### config.mk
export PLATFORM = sky130hd
export DESIGN_NAME = nn_pe_seq_flat
export DESIGN_NICKNAME = d
export VERILOG_FILES = /design/src/rtl/nn_pe_seq_if.sv /design/src/rtl/nn_pe_seq.sv /design/src/flat_wrapper.sv
export SDC_FILE = /design/constraint.sdc
export NUM_CORES = 1
export LEC_CHECK = 0
export CORE_MARGIN = 8
export CORE_UTILIZATION = 51
export CTS_BUF_LIST = sky130_fd_sc_hd__clkbuf_8 sky130_fd_sc_hd__clkbuf_16
export DETAILED_ROUTE_END_ITERATION = 8
export PLACE_DENSITY = 0.76
export SKIP_LAST_GASP = 1
export SYNTH_ARGS = -nofsm -noshare
export SYNTH_HDL_FRONTEND = slang
export SYNTH_SLANG_ARGS = --single-unit
export TNS_END_PERCENT = 5
### constraint.sdc
create_clock -name clk -period 2.7 [get_ports clk]
set_input_delay 0.54 -clock clk [delete_from_list [all_inputs] [get_ports clk]]
set_output_delay 0.54 -clock clk [all_outputs]
set_load 0.02 [all_outputs]
### src/rtl/nn_pe_seq_if.sv
// Port bundle between the nn_pe_seq sequencer (master) and its environment:
// weight load port, input sample stream, PE drive/return and result stream.
interface nn_pe_seq_if #(
   parameter int N_IN  = 4,
   parameter int N_OUT = 2
);
   localparam int AW = $clog2(N_IN * N_OUT);
   localparam int JW = (N_OUT > 1) ? $clog2(N_OUT) : 1;

   // Handshakes: a beat transfers on a rising clk edge where valid & ready are
   // both high; the source holds data stable while valid is high and not ready.
   logic          w_we;
   logic [AW-1:0] w_addr;
   logic [15:0]   w_data;
   logic [15:0]   x_in;
   logic          x_valid;
   logic          x_ready;
   logic          pe_clr;
   logic [15:0]   pe_x;
   logic [15:0]   pe_w;
   logic [15:0]   pe_z;
   logic [15:0]   y;
   logic [JW-1:0] y_idx;
   logic          y_valid;
   logic          y_ready;
   logic          busy;
   logic          done;
   logic [2:0]    state_dbg;

   modport master (
      input  w_we, w_addr, w_data, x_in, x_valid, pe_z, y_ready,
      output x_ready, pe_clr, pe_x, pe_w, y, y_idx, y_valid, busy, done, state_dbg
   );

   modport slave (
      output w_we, w_addr, w_data, x_in, x_valid, pe_z, y_ready,
      input  x_ready, pe_clr, pe_x, pe_w, y, y_idx, y_valid, busy, done, state_dbg
   );
endinterface

### src/rtl/nn_pe_seq.sv
// Fully connected layer sequencer: buffers one input vector, replays (x, w)
// pairs into an external MAC element per neuron and streams activated results.
module nn_pe_seq #(
   parameter int N_IN  = 4,
   parameter int N_OUT = 2,
   parameter int ACT   = 1
) (
   input  logic         clk,
   input  logic         rst_n,
   nn_pe_seq_if.master  bus
);
   localparam int NW = N_IN * N_OUT;
   localparam int AW = $clog2(NW);
   localparam int IW = $clog2(N_IN);
   localparam int JW = (N_OUT > 1) ? $clog2(N_OUT) : 1;

   typedef enum logic [2:0] {
      S_LOAD = 3'd0,
      S_CLR  = 3'd1,
      S_MAC  = 3'd2,
      S_CAP  = 3'd3,
      S_OUT  = 3'd4
   } state_t;

   state_t        state;
   state_t        state_nx;
   logic [IW-1:0] i;
   logic [JW-1:0] j;
   logic [15:0]   xbuf [N_IN];
   logic [15:0]   wmem [NW];
   logic [15:0]   y_q;
   logic [JW-1:0] y_idx_q;
   logic          done_q;

   logic          i_last;
   logic          j_last;
   logic          w_ok;
   logic [AW-1:0] widx;
   logic [15:0]   act_z;

   assign i_last = (i == IW'(N_IN - 1));
   assign j_last = (j == JW'(N_OUT - 1));
   assign w_ok   = ({1'b0, bus.w_addr} < (AW + 1)'(NW));
   assign widx   = AW'(j) * AW'(N_IN) + AW'(i);
   // ReLU only inspects the sign bit; PE wraparound passes through untouched.
   assign act_z  = ((ACT != 0) && bus.pe_z[15]) ? 16'h0000 : bus.pe_z;

   always_comb begin
      state_nx = state;
      unique case (state)
         S_LOAD:  if (bus.x_valid && i_last) state_nx = S_CLR;
         S_CLR:   state_nx = S_MAC;
         S_MAC:   if (i_last) state_nx = S_CAP;
         S_CAP:   state_nx = S_OUT;
         S_OUT:   if (bus.y_ready) state_nx = j_last ? S_LOAD : S_CLR;
         default: state_nx = S_LOAD;
      endcase
   end

   // Every output is decoded from registered state only.
   always_comb begin
      bus.x_ready = (state == S_LOAD);
      bus.busy    = (state != S_LOAD);
      bus.y_valid = (state == S_OUT);
      bus.pe_clr  = (state == S_CLR);
      bus.pe_x    = 16'h0000;
      bus.pe_w    = 16'h0000;
      if (state == S_MAC) begin
         bus.pe_x = xbuf[i];
         bus.pe_w = wmem[widx];
      end
   end

   assign bus.y         = y_q;
   assign bus.y_idx     = y_idx_q;
   assign bus.done      = done_q;
   assign bus.state_dbg = state;

   always_ff @(posedge clk) begin
      if (!rst_n) begin
         state   <= S_LOAD;
         i       <= '0;
         j       <= '0;
         y_q     <= '0;
         y_idx_q <= '0;
         done_q  <= 1'b0;
         for (int k = 0; k < N_IN; k++) xbuf[k] <= '0;
         for (int k = 0; k < NW; k++)   wmem[k] <= '0;
      end else begin
         state  <= state_nx;
         done_q <= 1'b0;
         unique case (state)
            S_LOAD: begin
               if (bus.w_we && w_ok) wmem[bus.w_addr] <= bus.w_data;
               if (bus.x_valid) begin
                  xbuf[i] <= bus.x_in;
                  if (i_last) begin
                     i <= '0;
                     j <= '0;
                  end else begin
                     i <= i + 1'b1;
                  end
               end
            end
            S_MAC: i <= i_last ? '0 : i + 1'b1;
            S_CAP: begin
               y_q     <= act_z;
               y_idx_q <= j;
            end
            S_OUT: begin
               if (bus.y_ready) begin
                  if (j_last) done_q <= 1'b1;
                  else        j      <= j + 1'b1;
               end
            end
            default: ;
         endcase
      end
   end
endmodule

### src/flat_wrapper.sv
// flat-port wrapper written by rule: the top's interface ports become plain ports
module nn_pe_seq_flat 
#(
   parameter int N_IN  = 4,
   parameter int N_OUT = 2,
   parameter int ACT   = 1
)
  (clk, rst_n, bus_w_we, bus_w_addr, bus_w_data, bus_x_in, bus_x_valid, bus_pe_z, bus_y_ready, bus_x_ready, bus_pe_clr, bus_pe_x, bus_pe_w, bus_y, bus_y_idx, bus_y_valid, bus_busy, bus_done, bus_state_dbg);
  nn_pe_seq_if #(.N_IN(N_IN), .N_OUT(N_OUT)) bus_i ();
  input  logic clk;
  input  logic rst_n;
  input wire logic [$bits(bus_i.w_we)-1:0] bus_w_we;
  input wire logic [$bits(bus_i.w_addr)-1:0] bus_w_addr;
  input wire logic [$bits(bus_i.w_data)-1:0] bus_w_data;
  input wire logic [$bits(bus_i.x_in)-1:0] bus_x_in;
  input wire logic [$bits(bus_i.x_valid)-1:0] bus_x_valid;
  input wire logic [$bits(bus_i.pe_z)-1:0] bus_pe_z;
  input wire logic [$bits(bus_i.y_ready)-1:0] bus_y_ready;
  output wire logic [$bits(bus_i.x_ready)-1:0] bus_x_ready;
  output wire logic [$bits(bus_i.pe_clr)-1:0] bus_pe_clr;
  output wire logic [$bits(bus_i.pe_x)-1:0] bus_pe_x;
  output wire logic [$bits(bus_i.pe_w)-1:0] bus_pe_w;
  output wire logic [$bits(bus_i.y)-1:0] bus_y;
  output wire logic [$bits(bus_i.y_idx)-1:0] bus_y_idx;
  output wire logic [$bits(bus_i.y_valid)-1:0] bus_y_valid;
  output wire logic [$bits(bus_i.busy)-1:0] bus_busy;
  output wire logic [$bits(bus_i.done)-1:0] bus_done;
  output wire logic [$bits(bus_i.state_dbg)-1:0] bus_state_dbg;
  assign bus_i.w_we = bus_w_we;
  assign bus_i.w_addr = bus_w_addr;
  assign bus_i.w_data = bus_w_data;
  assign bus_i.x_in = bus_x_in;
  assign bus_i.x_valid = bus_x_valid;
  assign bus_i.pe_z = bus_pe_z;
  assign bus_i.y_ready = bus_y_ready;
  assign bus_x_ready = bus_i.x_ready;
  assign bus_pe_clr = bus_i.pe_clr;
  assign bus_pe_x = bus_i.pe_x;
  assign bus_pe_w = bus_i.pe_w;
  assign bus_y = bus_i.y;
  assign bus_y_idx = bus_i.y_idx;
  assign bus_y_valid = bus_i.y_valid;
  assign bus_busy = bus_i.busy;
  assign bus_done = bus_i.done;
  assign bus_state_dbg = bus_i.state_dbg;
  nn_pe_seq #(.N_IN(N_IN), .N_OUT(N_OUT), .ACT(ACT)) u_core (.clk(clk), .rst_n(rst_n), .bus(bus_i));
endmodule
==> qor.yml, run 1 <==
drt:
  drcViolationCount: 0
  final_antenna_net_count: 0
  wl_per_cell_um: 21.1
  first_pass_iters: 4
  routed_wl_um: 24000
  drtIter0Drc: 437
  routed_via_density: 5.56
  dr_total_vias: 6322
clocking:
  clockBufferDepth: 3
  numCtsBuffers: 22
  clk_latency_ns: 0.50
  cts_sinks: 217
  cts_max_level: 1
  ctsHoldBuffers: 0
  path_clk_slew_ns: 0.06
  ctsRootBufferMaster: "clkbuf_16"
  cts_tree: "yes"
global_route:
  grtUsageTotal: 0.198
  grt_pass1_vias: 6678
  grt_overflow: 0
  grt_antenna_before_repair: 0
  grt_pass1_wl_um: 37300
  grt_max_degree: 22
hold_path:
  min-delay-start: "u_core.bus.y[8]"
  worstHoldPathType: "reg2reg"
floorplan:
  initial_utilization: 0.515
  pin_count: 113
  die_x_um: 156
  core_area_sq_mm: 0.0193
  core.rowCount: 51
  dieArea_sq_mm: 0.0242
  die_h_um: 156
worst_setup_path:
  startpoint_type: "flip-flop"
  path_max_fanout: 15
  critPathMaxStageDelay_ns: 0.66
  worstPathArrival_ns: 2.42
  crit_type: "reg2out"
  cp_cell_sequence: "buf_12, mux2i_1, a22o_1, nor3_1, clkdlybuf4s50_1"
  r2r_start: "u_core.bus.state_dbg[2]"
  crit_path_top_delay_cell: "clkdlybuf4s50_1"
  r2r_slack_ns: 0.63
  end_kind: "primary output"
  cp_data_required_time_ns: 2.16
  worstSetupStartpoint: "u_core.i[0]"
cells_and_area:
  syn_to_final_growth_pct: 24.8
  n_antenna_cell: 0
  drive_gt1_frac: 0.131
  final_nets: 915
yosys:
  avgSynthCellArea_sq_um: 13.8
  syn_inst: 721
  yosys_warnings: 0
  yosysSeqAreaShare: 0.630
  synthArstFlopShare: 0
  syn_nets: 778
  synth_area_sq_mm: 0.00995
  synth_edf_count: 192
  ys_types: 41
  synth_ff_type: "edfxtp_1"
  synth-seq-cells: 217
timing:
  max_freq_mhz: 338
  grt_setup_unrepaired: "yes"
  tns_ns: -4.45
  skew_ns: 0.00829
  setup_viol_count_final: 29
  period_share: 1.10
  report.final.slew_viol_count: 0
  relSlewSlack: 0.563
  tightest_slew_ns: 0.655
  final.setup.worst_slack_ns: -0.262
  period_needed_ns: 2.96
  hold_viol_final: 0
placed_design:
  place_ws_ns: -0.167
  numPortBuffers: 111
  globalplace.congestion: 0.887
  place_hpwl_um: 16900
status:
  outcome: "complete, but fails checks"
  violations: "negative setup slack"
pwr:
  vdd_ir_drop_max_v: 0.000449
  p_per_area_mw_per_mm2: 591
  power.total_w: 0.00733
  p_leak_nw: 4.65
flow_run:
  drv_cap: 0
-- power by group --
part           leakage [nW]  switching (W)  internal [W]
logic                  2.12       0.000364      0.000355
clock network         0.340        0.00118       0.00157
registers              2.19      0.0000511       0.00381
total                  4.65        0.00160       0.00573
-- cells in the mapped netlist, types with 5 or more instances --
| library cell | instances | area [sq um] |
|---|---|---|
| nand3b_1 | 17 | 128 |
| nand2b_1 | 13 | 81.3 |
| a22o_1 | 32 | 280 |
| and3_1 | 16 | 100 |
| clkbuf_1 | 31 | 116 |
| nor3_1 | 17 | 85.1 |
| a21oi_1 | 19 | 95.1 |
| nor2b_1 | 20 | 125 |
| mux2i_1 | 64 | 641 |
| and4_1 | 5 | 43.8 |
| buf_2 | 11 | 55.1 |
| edfxtp_1 | 192 | 5770 |
| mux4_2 | 16 | 360 |
| dfxtp_1 | 25 | 500 |
| and2_1 | 177 | 1110 |
| nand2_1 | 19 | 71.3 |
-- per-stage QoR --
| step | std cells | utilization | hold slack [ns] | area [sq um] |
|---|---|---|---|---|
| after floorplan | 721 | - | 0.490 | 9950 |
| after CTS | 1137 | 0.642 | 0.456 | 12400 |
| final | 1137 | 0.642 | 0.453 | 12400 |
| after detailed placement | 1098 | 0.607 | 0.447 | 11700 |
| after global placement | 1098 | 0.607 | 0.439 | 11700 |
| after global routing | 1137 | 0.642 | 0.470 | 12400 |
-- layout by cell type, fill, tap and decap left out, types with 3 or more instances in the layout --
cell type / netlist / final
clkdlybuf4s50_1: 0 / 101
mux4_2: 16 / 16
dlygate4sd2_1: 0 / 8
clkinv_2: 0 / 3
dfxtp_1: 25 / 24
mux2i_1: 64 / 64
edfxtp_1: 192 / 192
nor3_1: 17 / 17
a21oi_1: 19 / 19
buf_4: 1 / 40
nand3b_1: 17 / 17
nor2_1: 4 / 3
and3_1: 16 / 16
nor2b_1: 20 / 18
clkinv_1: 0 / 6
nor4_4: 4 / 4
and2_1: 177 / 176
clkbuf_16: 0 / 22
and4_1: 5 / 5
buf_12: 0 / 14
a22o_1: 32 / 32
o21ai_0: 4 / 3
nand2_1: 19 / 19
inv_1: 4 / 9
nand2b_1: 13 / 13
-- kinds of logic (layout without fill, tap and decap cells) --
kind of cell,Yosys count,in the layout,synth area share
buf+inv,57,208,0.0253
fa+ha+maj,1,1,0.00126
simple gates,307,307,0.200
compound gates,58,58,0.0424
flops,217,217,0.630
other cells,1,1,0.000377
mux,80,80,0.101
-- final cells by class --
class                           count  area [sq um]
Timing Repair Buffer              166          1700
Multi-Input combinational cell    447          3440
Sequential cell                   217          6270
Tap cell                          265           332
Fill cell                        1381          6920
Inverter                            4          15.0
Clock inverter                     16           103
Clock buffer                       22           551
-- flip-flops by register name, summed over array words and instances, names as in the netlist, named ones only --
name / cells
u_core.wmem: 128
u_core.xbuf: 64
u_core.bus.y: 15
u_core.bus.state_dbg: 3
u_core.i: 2
u_core.bus.done: 1
u_core.bus.y_idx: 1
u_core.j: 1
-- final timing paths --
kind | end | cells after the start
worst max-delay path | bus_pe_w[10] | 5
worst min-delay path | u_core.bus.y[8] | 2
worst max register to register | u_core.wmem[3][6] | 5
worst min register to register | u_core.bus.y[8] | 2
-- critical path, delay by kind of cell (launching register included) --
kind	cells	cell delay, ns
buffers and inverters	2	0.86
muxes	1	0.13
AOI/OAI and AO/OA	1	0.25
and+or+nand+nor	1	0.21
DFF	1	0.46
-- per-layer routing --
metal,vias to the layer above,GRT usage,routed length [um]
li1,2906,-,-
met1,3169,0.248,9690
met2,206,0.342,12200
met3,41,0.0382,1690
met4,0,0.0591,478
met5,-,0,0
-- timing repair --
action,in CTS,in global routing
pin swaps,0,0
buffers inserted,1,0
endpoints found under the setup margin,32,33
gates resized for setup,14,2
(Power assumes the default switching activity.)
==> inputs of run 2 (changes only) <==
--- a/config.mk
+++ b/config.mk
@@ -6,10 +6,10 @@
 export NUM_CORES = 1
 export LEC_CHECK = 0
 export CORE_MARGIN = 8
-export CORE_UTILIZATION = 51
+export CORE_UTILIZATION = 56
 export CTS_BUF_LIST = sky130_fd_sc_hd__clkbuf_8 sky130_fd_sc_hd__clkbuf_16
 export DETAILED_ROUTE_END_ITERATION = 8
-export PLACE_DENSITY = 0.76
+export PLACE_DENSITY = 0.8
 export SKIP_LAST_GASP = 1
 export SYNTH_ARGS = -nofsm -noshare
 export SYNTH_HDL_FRONTEND = slang
==> constraint.sdc (replaced) <==
create_clock -name clk -period 3 [get_ports clk]
set_input_delay 0.6 -clock clk [delete_from_list [all_inputs] [get_ports clk]]
set_output_delay 0.6 -clock clk [all_outputs]
set_load 0.02 [all_outputs]
==> run 2 against run 1 <==
  * The flow still finishes with violations (negative setup slack)
  * Core utilization is 6.5 points higher
  * Sequential share of layout area is 0.58 points higher
  * Power is 7.8% lower
  * Global-route usage is 1.4 points higher
  * Final area is 1.1% lower
  * Critical path type unchanged
  * Critical endpoint unchanged
  * Highest routed layer unchanged
==> qor.yml, run 2 (synthesis gave the netlist of run 1 again) <==
worst_setup_path:
  worstPathArrival_ns: 2.63
  cp_data_required_time_ns: 2.40
  r2r_start: "u_core.bus.state_dbg[2]"
  cp_cell_sequence: "buf_4, nor2b_1, buf_4, a22o_1, nor3_1, clkdlybuf4s50_1"
  end_kind: "primary output"
  critPathMaxStageDelay_ns: 0.68
  path_common_cell: "buf_4"
  reg2reg_to: "u_core.wmem[0][8]"
  r2r_slack_ns: 0.76
  path_max_fanout: 13
  r2r_cells: 5
  startpoint_type: "flip-flop"
  crit_path_top_delay_cell: "clkdlybuf4s50_1"
  crit_type: "reg2out"
flow_run:
  drv_cap: 0
clocking:
  path_clk_slew_ns: 0.06
  cts_max_level: 1
  cts_sinks: 217
  ctsRootBufferMaster: "clkbuf_16"
  clockBufferDepth: 3
  cts_tree: "yes"
  clk_latency_ns: 0.50
  numCtsBuffers: 22
timing:
  report.final.slew_viol_count: 0
  final.setup.worst_slack_ns: -0.230
  tightest_slew_ns: 0.680
  hold_viol_final: 0
  relSlewSlack: 0.545
  setup_viol_count_final: 16
  skew_ns: 0.00969
  period_needed_ns: 3.23
  grt_setup_unrepaired: "yes"
  timing.hold.ws_ns: 0.451
  period_share: 1.08
  max_freq_mhz: 310
drt:
  routed_wl_um: 24000
  routed_via_density: 5.78
  dr_total_vias: 6317
  final_antenna_net_count: 0
  wl_per_cell_um: 22.0
  drtIter0Drc: 527
  drcViolationCount: 0
  first_pass_iters: 5
floorplan:
  core.rowCount: 48
  die_x_um: 149
  initial_utilization: 0.573
  dieArea_sq_mm: 0.0223
  core_area_sq_mm: 0.0174
  pin_count: 113
  die_h_um: 149
pwr:
  vdd_ir_drop_max_v: 0.000356
  p_leak_nw: 4.56
  p_per_area_mw_per_mm2: 551
cells_and_area:
  multi_input_area_sq_mm: 0.00343
  layout.area.seq_sq_mm: 0.00627
  largest_register: "u_core.wmem"
  final_nets: 909
  largest_reg_flops: 128
  fillers: 1101
  drive_gt1_frac: 0.127
  final_common_cell: "edfxtp_1"
  syn_to_final_growth_pct: 23.4
  n_antenna_cell: 0
  final_cell_mix: "edfxtp_1, and2_1, clkdlybuf4s50_1, mux2i_1, buf_4"
  final_util: 0.707
hold_path:
  worstHoldPathType: "reg2reg"
  hold_depth: 2
  min-delay-start: "u_core.bus.y[2]"
  hold-path-endpoint: "u_core.bus.y[2]"
placed_design:
  numPortBuffers: 111
  place_hpwl_um: 15700
  globalplace.congestion: 0.789
global_route:
  grt_antenna_before_repair: 0
  grt_max_degree: 22
  grt_pass1_wl_um: 36700
  grtUsageTotal: 0.212
  grt_overflow: 0
  grt_pass1_vias: 6593
status:
  violations: "negative setup slack"
  outcome: "complete, but fails checks"
-- run 2: cell count changes in the layout (fill, tap and decap cells not counted), sizes merged --
cell	change
clkdlybuf4s50	+8
dlygate4sd2	-7
buf	-6
clkbuf	+2
clkinv	-2
bufinv	+1
dlymetal6s2s	-1
-- run 2: routing by layer --
layer  vias to the layer above  share of wire  GRT usage
met1                      3160           0.41      0.266
met4                         0          0.027     0.0777
met5                         -              0          0
met2                       222           0.50      0.367
li1                       2887              -          -
met3                        48          0.062     0.0322
-- run 2: worst max-delay path by stage --
| stage | from | end | slack (ns) | cells past startpoint |
|---|---|---|---|---|
| 2_1_floorplan | u_core.bus.state_dbg[2] | u_core.xbuf[3][0] | 0.25 | 3 |
| 3_3_place_gp | u_core.i[0] | bus_pe_w[15] | 0.24 | 5 |
| 3_5_place_dp | u_core.i[0] | bus_pe_w[6] | 0.21 | 5 |
| 4_1_cts | u_core.bus.state_dbg[2] | bus_pe_w[4] | -0.23 | 4 |
| 5_1_grt | u_core.bus.state_dbg[1] | bus_pe_w[4] | -0.26 | 4 |
| 6_report | u_core.j | bus_pe_w[10] | -0.23 | 6 |
-- run 2: critical path: cells and delay by family (launching register included) --
kind / cells / cell delay [ns]
AO/OA/AOI/OAI: 1 / 0.21
flip-flops: 1 / 0.36
buffers and inverters: 3 / 1.07
AND/OR/NAND/NOR: 2 / 0.49
-- run 2: final cells by class --
| type | instances | area share |
|---|---|---|
| clock buffer | 24 | 0.0480 |
| multi-input combinational | 447 | 0.280 |
| tap | 225 | 0.0229 |
| sequential | 217 | 0.511 |
| timing repair buffer | 160 | 0.127 |
| clock inverter | 15 | 0.00969 |
| inverter | 4 | 0.00122 |
-- run 2: through the flow --
step           total power (W)  TNS [ns]  setup WS [ns]  cells  area [sq um]
2_1_floorplan          0.00386         0          0.246    721          9950
3_3_place_gp           0.00411         0          0.238   1048         11500
3_5_place_dp           0.00413         0          0.207   1048         11500
4_1_cts                0.00679     -2.64         -0.230   1092         12300
5_1_grt                0.00694     -4.15         -0.261   1092         12300
6_report               0.00676     -1.98         -0.230   1092         12300
-- run 2: what timing repair did --
item / 4_1_cts / 5_1_grt
gates resized for setup: 2 / 2
pin swaps: 0 / 0
hold buffers: 0 / 0
endpoints found under the setup margin: 27 / 31
cloned: 0 / 0
buffers inserted: 5 / 0
-- run 2: power breakdown --
| group | internal [W] | total [W] | switching [W] |
|---|---|---|---|
| registers | 0.00343 | 0.00347 | 0.0000453 |
| clock network | 0.00158 | 0.00267 | 0.00109 |
| logic | 0.000301 | 0.000619 | 0.000318 |
==> patch, RTL diff (settings of run 1) <==
`N_OUT` is set to 2 in 3 places; all go to 4.
--- a/src/rtl/nn_pe_seq_if.sv
+++ b/src/rtl/nn_pe_seq_if.sv
@@ -2,7 +2,7 @@
 // weight load port, input sample stream, PE drive/return and result stream.
 interface nn_pe_seq_if #(
    parameter int N_IN  = 4,
-   parameter int N_OUT = 2
+   parameter int N_OUT = 4
 );
    localparam int AW = $clog2(N_IN * N_OUT);
    localparam int JW = (N_OUT > 1) ? $clog2(N_OUT) : 1;
--- a/src/rtl/nn_pe_seq.sv
+++ b/src/rtl/nn_pe_seq.sv
@@ -2,7 +2,7 @@
 // pairs into an external MAC element per neuron and streams activated results.
 module nn_pe_seq #(
    parameter int N_IN  = 4,
-   parameter int N_OUT = 2,
+   parameter int N_OUT = 4,
    parameter int ACT   = 1
 ) (
    input  logic         clk,
--- a/src/flat_wrapper.sv
+++ b/src/flat_wrapper.sv
@@ -2,7 +2,7 @@
 module nn_pe_seq_flat 
 #(
    parameter int N_IN  = 4,
-   parameter int N_OUT = 2,
+   parameter int N_OUT = 4,
    parameter int ACT   = 1
 )
   (clk, rst_n, bus_w_we, bus_w_addr, bus_w_data, bus_x_in, bus_x_valid, bus_pe_z, bus_y_ready, bus_x_ready, bus_pe_clr, bus_pe_x, bus_pe_w, bus_y, bus_y_idx, bus_y_valid, bus_busy, bus_done, bus_state_dbg);
Ports: changed (resized bus_w_addr and bus_y_idx); port bits go from 113 to 115. No check against the original RTL was run, so the function may have changed too.
==> patch against run 1 <==
  * The flow still finishes with violations (negative setup slack)
  * Maximum frequency rose by 0.68%
  * Register-to-register slack barely moved
  * Sequential cell count increased by 130
  * Cell area up 57%
  * Setup slack better by 0.020 ns
  * Clock skew grew 0.016 ns
  * Worst hold slack better by 0.055 ns
  * Cell count up 45%
  * Synthesized area grew 62%
  * Routed wire length rose by 55%
  * Power rose by 64%
  * Critical endpoint is now bus_pe_w[15]
  * Largest cell class unchanged
  * Largest power group unchanged
==> patch: results <==
metrics = {
    "setup_path": {
        "reg2reg_slack_ns": 0.63,
        "cp_slowest_cell": "mux4_2",
        "rr_worst_depth": 6,
        "r2r_start": "u_core.bus.state_dbg[2]$_SDFFE_PN0P_",
        "crit_fanout": 5,
        "crit_path_end": "bus_pe_w[15]",
        "slowest_delay_ns": 0.51,
        "worstPathArrival_ns": 2.40,
        "r2r-end": "u_core.wmem[6][13]$_SDFFCE_PN0P_",
    },
    "clock_network": {
        "clockBufferDepth": 3,
        "cts-buffers-inserted": 36,
        "htreeDepth": 2,
        "clk_latency_ns": 0.52,
        "cts_hold_buf": 0,
        "clockRootBuffer": "clkbuf_16",
    },
    "run_status": {
        "failed_checks": "negative setup slack",
        "status": "complete, but fails checks",
    },
    "final_layout": {
        "nNetsFinal": 1276,
        "fillers": 2241,
        "drive_gt1_share_pct": 21.2,
        "largest_reg_flops": 256,
    },
    "drt": {
        "dr.pass1.iters": 5,
        "drt_iter0_drc": 754,
        "wl_per_cell_um": 22.6,
        "viasPerCell": 5.61,
        "totalWireLength_um": 37300,
    },
    "sta": {
        "fin_ws_ns": -0.242,
        "skew_ns": 0.0243,
        "finalSetupViolations": 32,
        "tightest_slew_ns": 0.675,
    },
    "power": {
        "ir_drop_v": 0.000391,
        "p_switching_mw": 2.62,
        "p_leak_nw": 7.27,
    },
    "global_routing": {
        "first_global_vias": 9362,
        "grtUsageTotal_pct": 19.5,
        "grt_pass1_wl_um": 56700,
        "grt_start_max_net_pins": 47,
        "antenna_found_initial": 1,
    },
    "logic_synthesis": {
        "synthesis.instances": 1053,
        "netlist_top_cells_area": "edfxtp_1 (60%), and2_1 (13%), mux4_2 (9.9%)",
        "ys_seq_area_share_pct": 62.9,
        "synth_edf_count": 320,
        "synth_cell_types": 50,
        "synth_ff_type": "edfxtp_1",
        "synth_common_cells": "and2_1 (338), edfxtp_1 (320), mux4_2 (71), clkinv_1 (30), clkbuf_1 (28)",
    },
    "place": {
        "dp_slack_ns": -0.0965,
        "post-place-cells": 1570,
        "hpwl_um": 24500,
        "port_buffers": 113,
        "gp_congestion": 0.824,
    },
    "min_path": {
        "hp-class": "reg -> reg",
    },
}
-- patch: how the worst min path moves through the flow --
stage / start / to / slack, ns
after CTS: u_core.bus.y[8]$_SDFFE_PN0P_ / u_core.bus.y[8]$_SDFFE_PN0P_ / 0.51
final: u_core.bus.y[8]$_SDFFE_PN0P_ / u_core.bus.y[8]$_SDFFE_PN0P_ / 0.51
after global placement: u_core.bus.y[6]$_SDFFE_PN0P_ / u_core.bus.y[6]$_SDFFE_PN0P_ / 0.49
after detailed placement: u_core.bus.y_idx[0]$_SDFFE_PN0P_ / u_core.bus.y_idx[0]$_SDFFE_PN0P_ / 0.50
after global routing: u_core.bus.y[5]$_SDFFE_PN0P_ / u_core.bus.y[5]$_SDFFE_PN0P_ / 0.54
after floorplan: u_core.j[1]$_SDFFE_PN0P_ / u_core.j[1]$_SDFFE_PN0P_ / 0.56
-- patch: kinds of logic (layout without fill, tap and decap cells) --
family	count (synthesis)	after routing	synth area share, %
and+or+nand+nor	448	448	19.2
DFF	347	347	62.9
buffers and inverters	116	306	3.75
muxes	84	84	11.6
AOI/OAI and AO/OA	54	54	2.33
adders and majority gates	2	2	0.155
other	1	2	0.0232
xor gates and xnor gates	1	1	0.0543
-- patch: metrics by stage --
step / TNS, ns / cell area (um^2)
after global placement: -0.560 / 18200
after CTS: -5.63 / 19500
after global routing: -6.86 / 19500
after floorplan: 0 / 16100
after detailed placement: -0.736 / 18200
final: -5.03 / 19500
-- patch: what timing repair did --
item                                    4_1_cts  5_1_grt
gates cloned                                  3        1
endpoints found under the setup margin       32       32
pin swaps                                     1        2
resized for setup                            83        1
buffers inserted                              7        0
-- patch: cell type report --
type,count,area (um^2),area share (%)
sequential,347,10200,52.0
clock buffer,36,901,4.61
clock inverter,28,216,1.11
multi-input combinational,590,5390,27.6
inverter,36,138,0.705
timing repair buffer,206,2220,11.3
antenna,1,2.50,0.0128
tap,402,503,2.58
-- patch: metal layers --
metal / part of all wire (%) / GRT usage [%] / vias to the layer above / wire length [um]
met2: 52 / 34.0 / 323 / 19200
met4: 2.7 / 6.11 / 0 / 1000
met3: 6.1 / 3.87 / 66 / 2270
met1: 40 / 24.5 / 4673 / 14800
li1: - / - / 4177 / -
met5: 0 / 0 / - / 0
-- patch: power groups by stage --
| stage | registers, mW | clock network, mW | logic, mW |
|---|---|---|---|
| after floorplan | 6.24 | 0 | 0.633 |
| after global placement | 6.27 | 0 | 1.03 |
| after detailed placement | 6.28 | 0 | 1.04 |
| after CTS | 6.16 | 4.78 | 1.11 |
| after global routing | 6.18 | 4.97 | 1.19 |
| final | 6.16 | 4.71 | 1.12 |
-- patch: worst reg2reg max path: stages, from the launching register on --
cell and delay, ns:
dfxtp_1 0.34, buf_4 0.20, nor2b_4 0.24, nand4_4 0.28, nor3_4 0.25, nand2b_1 0.26
buf_12 0.19
